==> config.mk <==
export PLATFORM = sky130hd
export DESIGN_NAME = jtframe_sdram_share
export DESIGN_NICKNAME = d
export VERILOG_FILES = /design/src/rtl/jtframe_sdram_share_pkg.sv /design/src/rtl/jtframe_sdram_share_prio.sv /design/src/rtl/jtframe_sdram_share.sv
export SDC_FILE = /design/constraint.sdc
export NUM_CORES = 1
export LEC_CHECK = 0
export CORE_UTILIZATION = 25
export DETAILED_ROUTE_END_ITERATION = 16
export GPL_ROUTABILITY_DRIVEN = 0
export HOLD_SLACK_MARGIN = 0.02
export PLACE_DENSITY_LB_ADDON = 0.2
export SETUP_SLACK_MARGIN = 0.05
export SLEW_MARGIN = 10
export SYNTH_ARGS = -nofsm -noshare
export SYNTH_HDL_FRONTEND = slang
export SYNTH_SLANG_ARGS = --single-unit
==> constraint.sdc <==
create_clock -name clk -period 1.9 [get_ports clk]
set_input_delay 0.285 -clock clk [delete_from_list [all_inputs] [get_ports clk]]
set_output_delay 0.285 -clock clk [all_outputs]
set_load 0.05 [all_outputs]
==> src/rtl/jtframe_sdram_share_pkg.sv <==
// Shared definitions for the SDRAM bank arbiter: FSM state encodings and sizing helpers.
package jtframe_sdram_share_pkg;

  typedef enum logic [1:0] {
    ST_IDLE = 2'd0,
    ST_REQ  = 2'd1,
    ST_WAIT = 2'd2
  } state_t;

  // Channel index width; a single channel still needs a one-bit index.
  function automatic int ptr_w(input int n);
    return (n > 1) ? $clog2(n) : 1;
  endfunction

endpackage

==> src/rtl/jtframe_sdram_share_prio.sv <==
// Priority picker: one-hot winner among requests, either lowest index first or
// rotating from a start pointer.
module jtframe_rr_prio
  import jtframe_sdram_share_pkg::*;
#(
  parameter int NCH = 2,
  parameter int RR  = 0,
  parameter int PW  = 1
) (
  input  logic [NCH-1:0] req_i,
  input  logic [PW-1:0]  ptr_i,
  output logic [NCH-1:0] gnt_o,
  output logic [PW-1:0]  idx_o
);

  int   pos;
  logic found;

  always_comb begin
    gnt_o = '0;
    idx_o = '0;
    found = 1'b0;
    pos   = 0;
    for (int i = 0; i < NCH; i++) begin
      pos = ((RR != 0) ? int'(ptr_i) : 0) + i;
      if (pos >= NCH) pos = pos - NCH;
      if (!found && req_i[pos]) begin
        found      = 1'b1;
        gnt_o[pos] = 1'b1;
        idx_o      = PW'(pos);
      end
    end
  end

endmodule

==> src/rtl/jtframe_sdram_share.sv <==
// N-way SDRAM bank arbiter: grants one requester at a time, passes its request to
// the controller bank port, routes the handshake back and aborts stuck transactions.
module jtframe_sdram_share
  import jtframe_sdram_share_pkg::*;
#(
  parameter int AW  = 22,
  parameter int NCH = 2,
  parameter int RR  = 0,
  parameter int TOW = 10
) (
  input  logic              clk,
  input  logic              rst,
  input  logic [NCH*AW-1:0] ch_addr,
  input  logic [NCH-1:0]    ch_rd,
  input  logic [NCH-1:0]    ch_wr,
  input  logic [NCH*16-1:0] ch_din,
  input  logic [NCH*2-1:0]  ch_din_m,
  output logic [NCH-1:0]    ch_ack,
  output logic [NCH-1:0]    ch_dst,
  output logic [NCH-1:0]    ch_rdy,
  output logic [NCH-1:0]    ch_tout,
  output logic [AW-1:0]     ba_addr,
  output logic              ba_rd,
  output logic              ba_wr,
  output logic [15:0]       ba_din,
  output logic [1:0]        ba_din_m,
  input  logic              ba_ack,
  input  logic              ba_dst,
  input  logic              ba_rdy,
  output logic [NCH-1:0]    owner,
  output logic              busy
);

  localparam int             PW      = ptr_w(NCH);
  localparam logic [TOW-1:0] CNT_MAX = '1;
  localparam logic [TOW-1:0] CNT_LIM = CNT_MAX - 1'b1;

  state_t           st_q;
  logic [NCH-1:0]   owner_q;
  logic [PW-1:0]    ptr_q, ptr_d;
  logic [TOW-1:0]   cnt_q;
  logic [NCH-1:0]   tout_q;

  logic [NCH-1:0]   req, win;
  logic [PW-1:0]    win_idx;
  logic             active;
  logic [AW-1:0]    mux_addr;
  logic [15:0]      mux_din;
  logic [1:0]       mux_dm;

  assign req = ch_rd | ch_wr;

  jtframe_rr_prio #(.NCH(NCH), .RR(RR), .PW(PW)) u_prio (
    .req_i (req),
    .ptr_i (ptr_q),
    .gnt_o (win),
    .idx_o (win_idx)
  );

  assign ptr_d = (win_idx == PW'(NCH-1)) ? '0 : win_idx + 1'b1;

  // owner_q is one-hot, so an AND-OR mux is enough and follows it in every state
  always_comb begin
    mux_addr = '0;
    mux_din  = '0;
    mux_dm   = '0;
    for (int k = 0; k < NCH; k++) begin
      if (owner_q[k]) begin
        mux_addr = mux_addr | ch_addr[k*AW +: AW];
        mux_din  = mux_din  | ch_din[k*16 +: 16];
        mux_dm   = mux_dm   | ch_din_m[k*2 +: 2];
      end
    end
  end

  assign active   = (st_q != ST_IDLE);
  assign ba_addr  = mux_addr;
  assign ba_din   = mux_din;
  assign ba_din_m = mux_dm;
  assign ba_rd    = (st_q == ST_REQ) & |(owner_q & ch_rd);
  assign ba_wr    = (st_q == ST_REQ) & |(owner_q & ch_wr);
  assign ch_ack   = owner_q & {NCH{ba_ack & active}};
  assign ch_dst   = owner_q & {NCH{ba_dst & active}};
  assign ch_rdy   = owner_q & {NCH{ba_rdy & active}};
  assign ch_tout  = tout_q;
  assign owner    = owner_q;
  assign busy     = active;

  always_ff @(posedge clk) begin
    if (rst) begin
      st_q    <= ST_IDLE;
      owner_q <= NCH'(1);
      ptr_q   <= '0;
      cnt_q   <= '0;
      tout_q  <= '0;
    end else begin
      case (st_q)
        ST_IDLE: begin
          if (|req) begin
            owner_q <= win;
            st_q    <= ST_REQ;
            cnt_q   <= '0;
            ptr_q   <= ptr_d;
          end
        end
        default: begin
          if (cnt_q != CNT_MAX) cnt_q <= cnt_q + 1'b1;
          // completion beats the timeout when both land on the same cycle
          if (ba_rdy) begin
            st_q <= ST_IDLE;
          end else if (cnt_q >= CNT_LIM) begin
            st_q   <= ST_IDLE;
            tout_q <= tout_q | owner_q;
          end else if (st_q == ST_REQ && ba_ack) begin
            st_q <= ST_WAIT;
          end
        end
      endcase
    end
  end

endmodule

==> metrics.md <==
| Metric | Value |
|---|---|
| Die X | `73.9 microns` |
| CP peak stage delay | `400 ps` |
| Switching share of power | `40.1%` |
| Via density | `5.19` |
| Root buffer cell | `clkbuf_8` |
| Internal | `0.00121 W` |
| CTS tree | `done` |
| Pin count of the biggest net entering global routing | `45` |
| Filler cells | `363` |
| Seq/Total Area, Yosys | `24.8%` |
| Num ports | `142` |
| Worst-path fanout max | `12` |
| Startpoint Class | `flip-flop` |
| HP Class | `flip-flop to flip-flop` |
| Via Count | `1960` |
| Max-slew headroom | `64.1%` |
| Sequential share of power | `17.6%` |
| Critical Path RT | `1620 ps` |
| Post-Syn Area | `1290 sq um` |
| Final wirelength | `6810 microns` |
| #FFs+latches synth | `16` |
| Clock transition at path regs | `60 ps` |
| Routed Antenna Nets | `0` |
| Fin util | `69.9%` |
| GRT Util Overall | `23.8%` |
| First-pass GRT wire length | `9890 microns` |
| Pwr Density | `599 nW/um^2` |
| Switch Pwr | `0.000814 W` |
| Layout Nets | `403` |
| Drt drc | `0` |
| Clk pwr share | `15.1%` |
| CP endpoint kind | `output port` |
| Initial Util | `26.6%` |
| Clock Sinks | `16` |
| H-Tree Level Count | `1` |
| Clock Skew | `4.87 ps` |
| Synth Instances | `161` |
| Worst Setup SP | `st_q[0]` |
| FP Rows | `25` |
| R2r startpoint | `cnt_q[0]` |
| Die Ht | `73.9 microns` |
| Initial antenna violation count | `0` |
| Critical path type | `flip-flop to output port` |
| Crit-path cells | `nor2_1, inv_1, buf_6, and3_2, buf_4` |
| Share of layout cells above drive strength 1 | `27.3%` |
| Setup-failing EPs final | `0` |
| Vias in the first global route | `1884` |
| Top achievable clock speed | `0.559 GHz` |
| Core area | `4850 sq um` |
| CTS hold repair buffers | `0` |
| Final min period | `1790 ps` |
| Fraction of power consumed by combinational cells | `67.3%` |
| Maximum vdd drop | `0.450 mV` |
| Bufs on Longest Clock Path | `2` |
| Clock latency on the worst-skew pair | `250 ps` |
| Tcrit/Tclk final | `94.2%` |
| Placed Area | `3310 sq um` |
| Hold path start | `cnt_q[9]` |
| RSZ-0062 raised after global routing | `true` |
| Final Hold Fails | `0` |
| Leakage power total | `1.39 nW` |
| Drt first pass iters | `4` |
| Area delta synth->final | `162%` |
| Synth warn | `0` |
| CP max stage cell | `dfxtp_1` |
| Die area | `5460 sq um` |
| Commonest non-fill, non-tap cells in the layout | `clkdlybuf4s50_1 (87), buf_12 (45), a22o_1 (40), buf_4 (23), dfxtp_1 (14)` |
| Average size of a mapped cell | `8.02 sq um` |
| Arr. time, crit path | `1500 ps` |
| DR iter-0 viols | `99` |
| Worst Tran Pin Value | `538 ps` |
| Outcome | `finished, final reports clean` |
| Dpl hpwl | `5650 microns` |
| Fin area | `3390 sq um` |
| Avg WL per Cell | `18.0 microns` |
| Max Cap Viol | `0` |
| Antenna diode count | `0` |
| Post-synth cell types | `35` |
| Net Count, Synth | `252` |
| Slew Viols, Final | `0` |
| Most common cell after layout, fill and taps aside | `clkdlybuf4s50_1` |
| IO Port Bufs | `141` |
| GRT Residual Overflow | `0` |
| CTS Buf Count | `3` |
cell usage after synthesis:
cell type  count  area share, %
a21o_4         1            1.2
a21oi_1       10            3.9
a22o_1        40             27
a22oi_1        2            1.2
and2_1         1           0.48
and3_1         6            2.9
and4_1         1           0.68
buf_1          3           0.87
buf_6          1           0.87
clkbuf_1       9            2.6
dfxtp_1       16             25
ha_1           2            1.9
inv_1          4            1.2
mux2i_1        2            1.6
nand2_1        7            2.0
nand2b_1       4            1.9
nand3_1        2           0.78
nand4_1        3            1.5
nand4b_1       1           0.68
nor2_1        13            3.8
nor2b_1        2           0.97
nor3_1         3            1.2
nor4_1         1           0.48
nor4_2         1           0.97
o2111ai_1      1           0.68
o211ai_1       1           0.58
o21a_1         1           0.58
o21ai_0        6            2.3
o21bai_1       1           0.58
o311ai_0       2            1.4
o31ai_1        5            2.9
o41ai_1        2            1.4
or3_1          2           0.97
or4_1          4            2.3
or4_4          1           0.87
power groups by stage:
| stage | registers (W) | clock network [W] | logic, W |
|---|---|---|---|
| final | 0.000357 | 0.000307 | 0.00137 |
| after global routing | 0.000359 | 0.000321 | 0.00141 |
| after CTS | 0.000357 | 0.000310 | 0.00137 |
| after detailed placement | 0.000365 | 0 | 0.00137 |
| after global placement | 0.000364 | 0 | 0.00136 |
| after floorplan | 0.000375 | 0 | 0.000599 |
state kept, by name (all words and copies together) (netlist names):
| register | flops |
|---|---|
| owner | 2 |
| ch_tout | 2 |
| st_q | 2 |
| cnt_q | 10 |
metrics by stage:
step	hold slack (ps)	setup WS [ps]	setup TNS [ps]	instances	total power, W
floorplan	440	50.1	0	161	0.000974
global placement	450	-210	-1200	374	0.00172
detailed placement	455	-239	-1780	374	0.00173
CTS	463	76.8	0	378	0.00203
global route	489	32.2	0	378	0.00209
finish	459	111	0	378	0.00203
per-layer routing:
layer  wire, microns  GRT usage (%)  share of wire (%)
met1            2560           25.7                 38
met2            3510           43.3                 51
met3             601           7.82                8.8
met4             149           7.69                2.2
met5               0              0                  0
final timing paths:
kind,cells past startpoint,slack [ps],endpoint
setup / recovery,5,110,ch_ack[1]
hold reg to reg,1,460,cnt_q[9]
setup reg to reg,6,190,cnt_q[4]
hold / removal,1,460,cnt_q[9]
final cells by class:
class                   count  area [sq um]  area share [%]
repair buffers            159          1990            58.7
multi-input cells         128           921            27.2
flip-flops and latches     16           323            9.53
well taps                  67          83.8            2.48
clock buffers               4          55.1            1.63
inverters                   4          15.0           0.443
logic make-up (layout without fill, tap and decap cells):
| kind of cell | Yosys count | in the layout | share of synthesized area (%) |
|---|---|---|---|
| adder cells (fa/ha/maj) | 2 | 2 | 1.94 |
| AO/OA/AOI/OAI | 72 | 72 | 43.7 |
| buffers and inverters | 17 | 167 | 5.52 |
| multiplexers | 2 | 2 | 1.55 |
| AND/OR/NAND/NOR | 52 | 52 | 22.5 |
| flip-flops | 16 | 16 | 24.8 |
timing repair:
item / CTS / global route
buffers inserted: 0 / 0
endpoints found under the setup margin: 4 / 5
gates cloned: 0 / 0
resized for setup: 2 / 6
pin swaps: 2 / 3
worst max-delay path: cells and delay by family (launching register included):
family	cells	cell delay, ps
buf+inv	3	580
flops	1	400
simple gates	2	280
No activity file was read; power rests on OpenSTA's default activity.
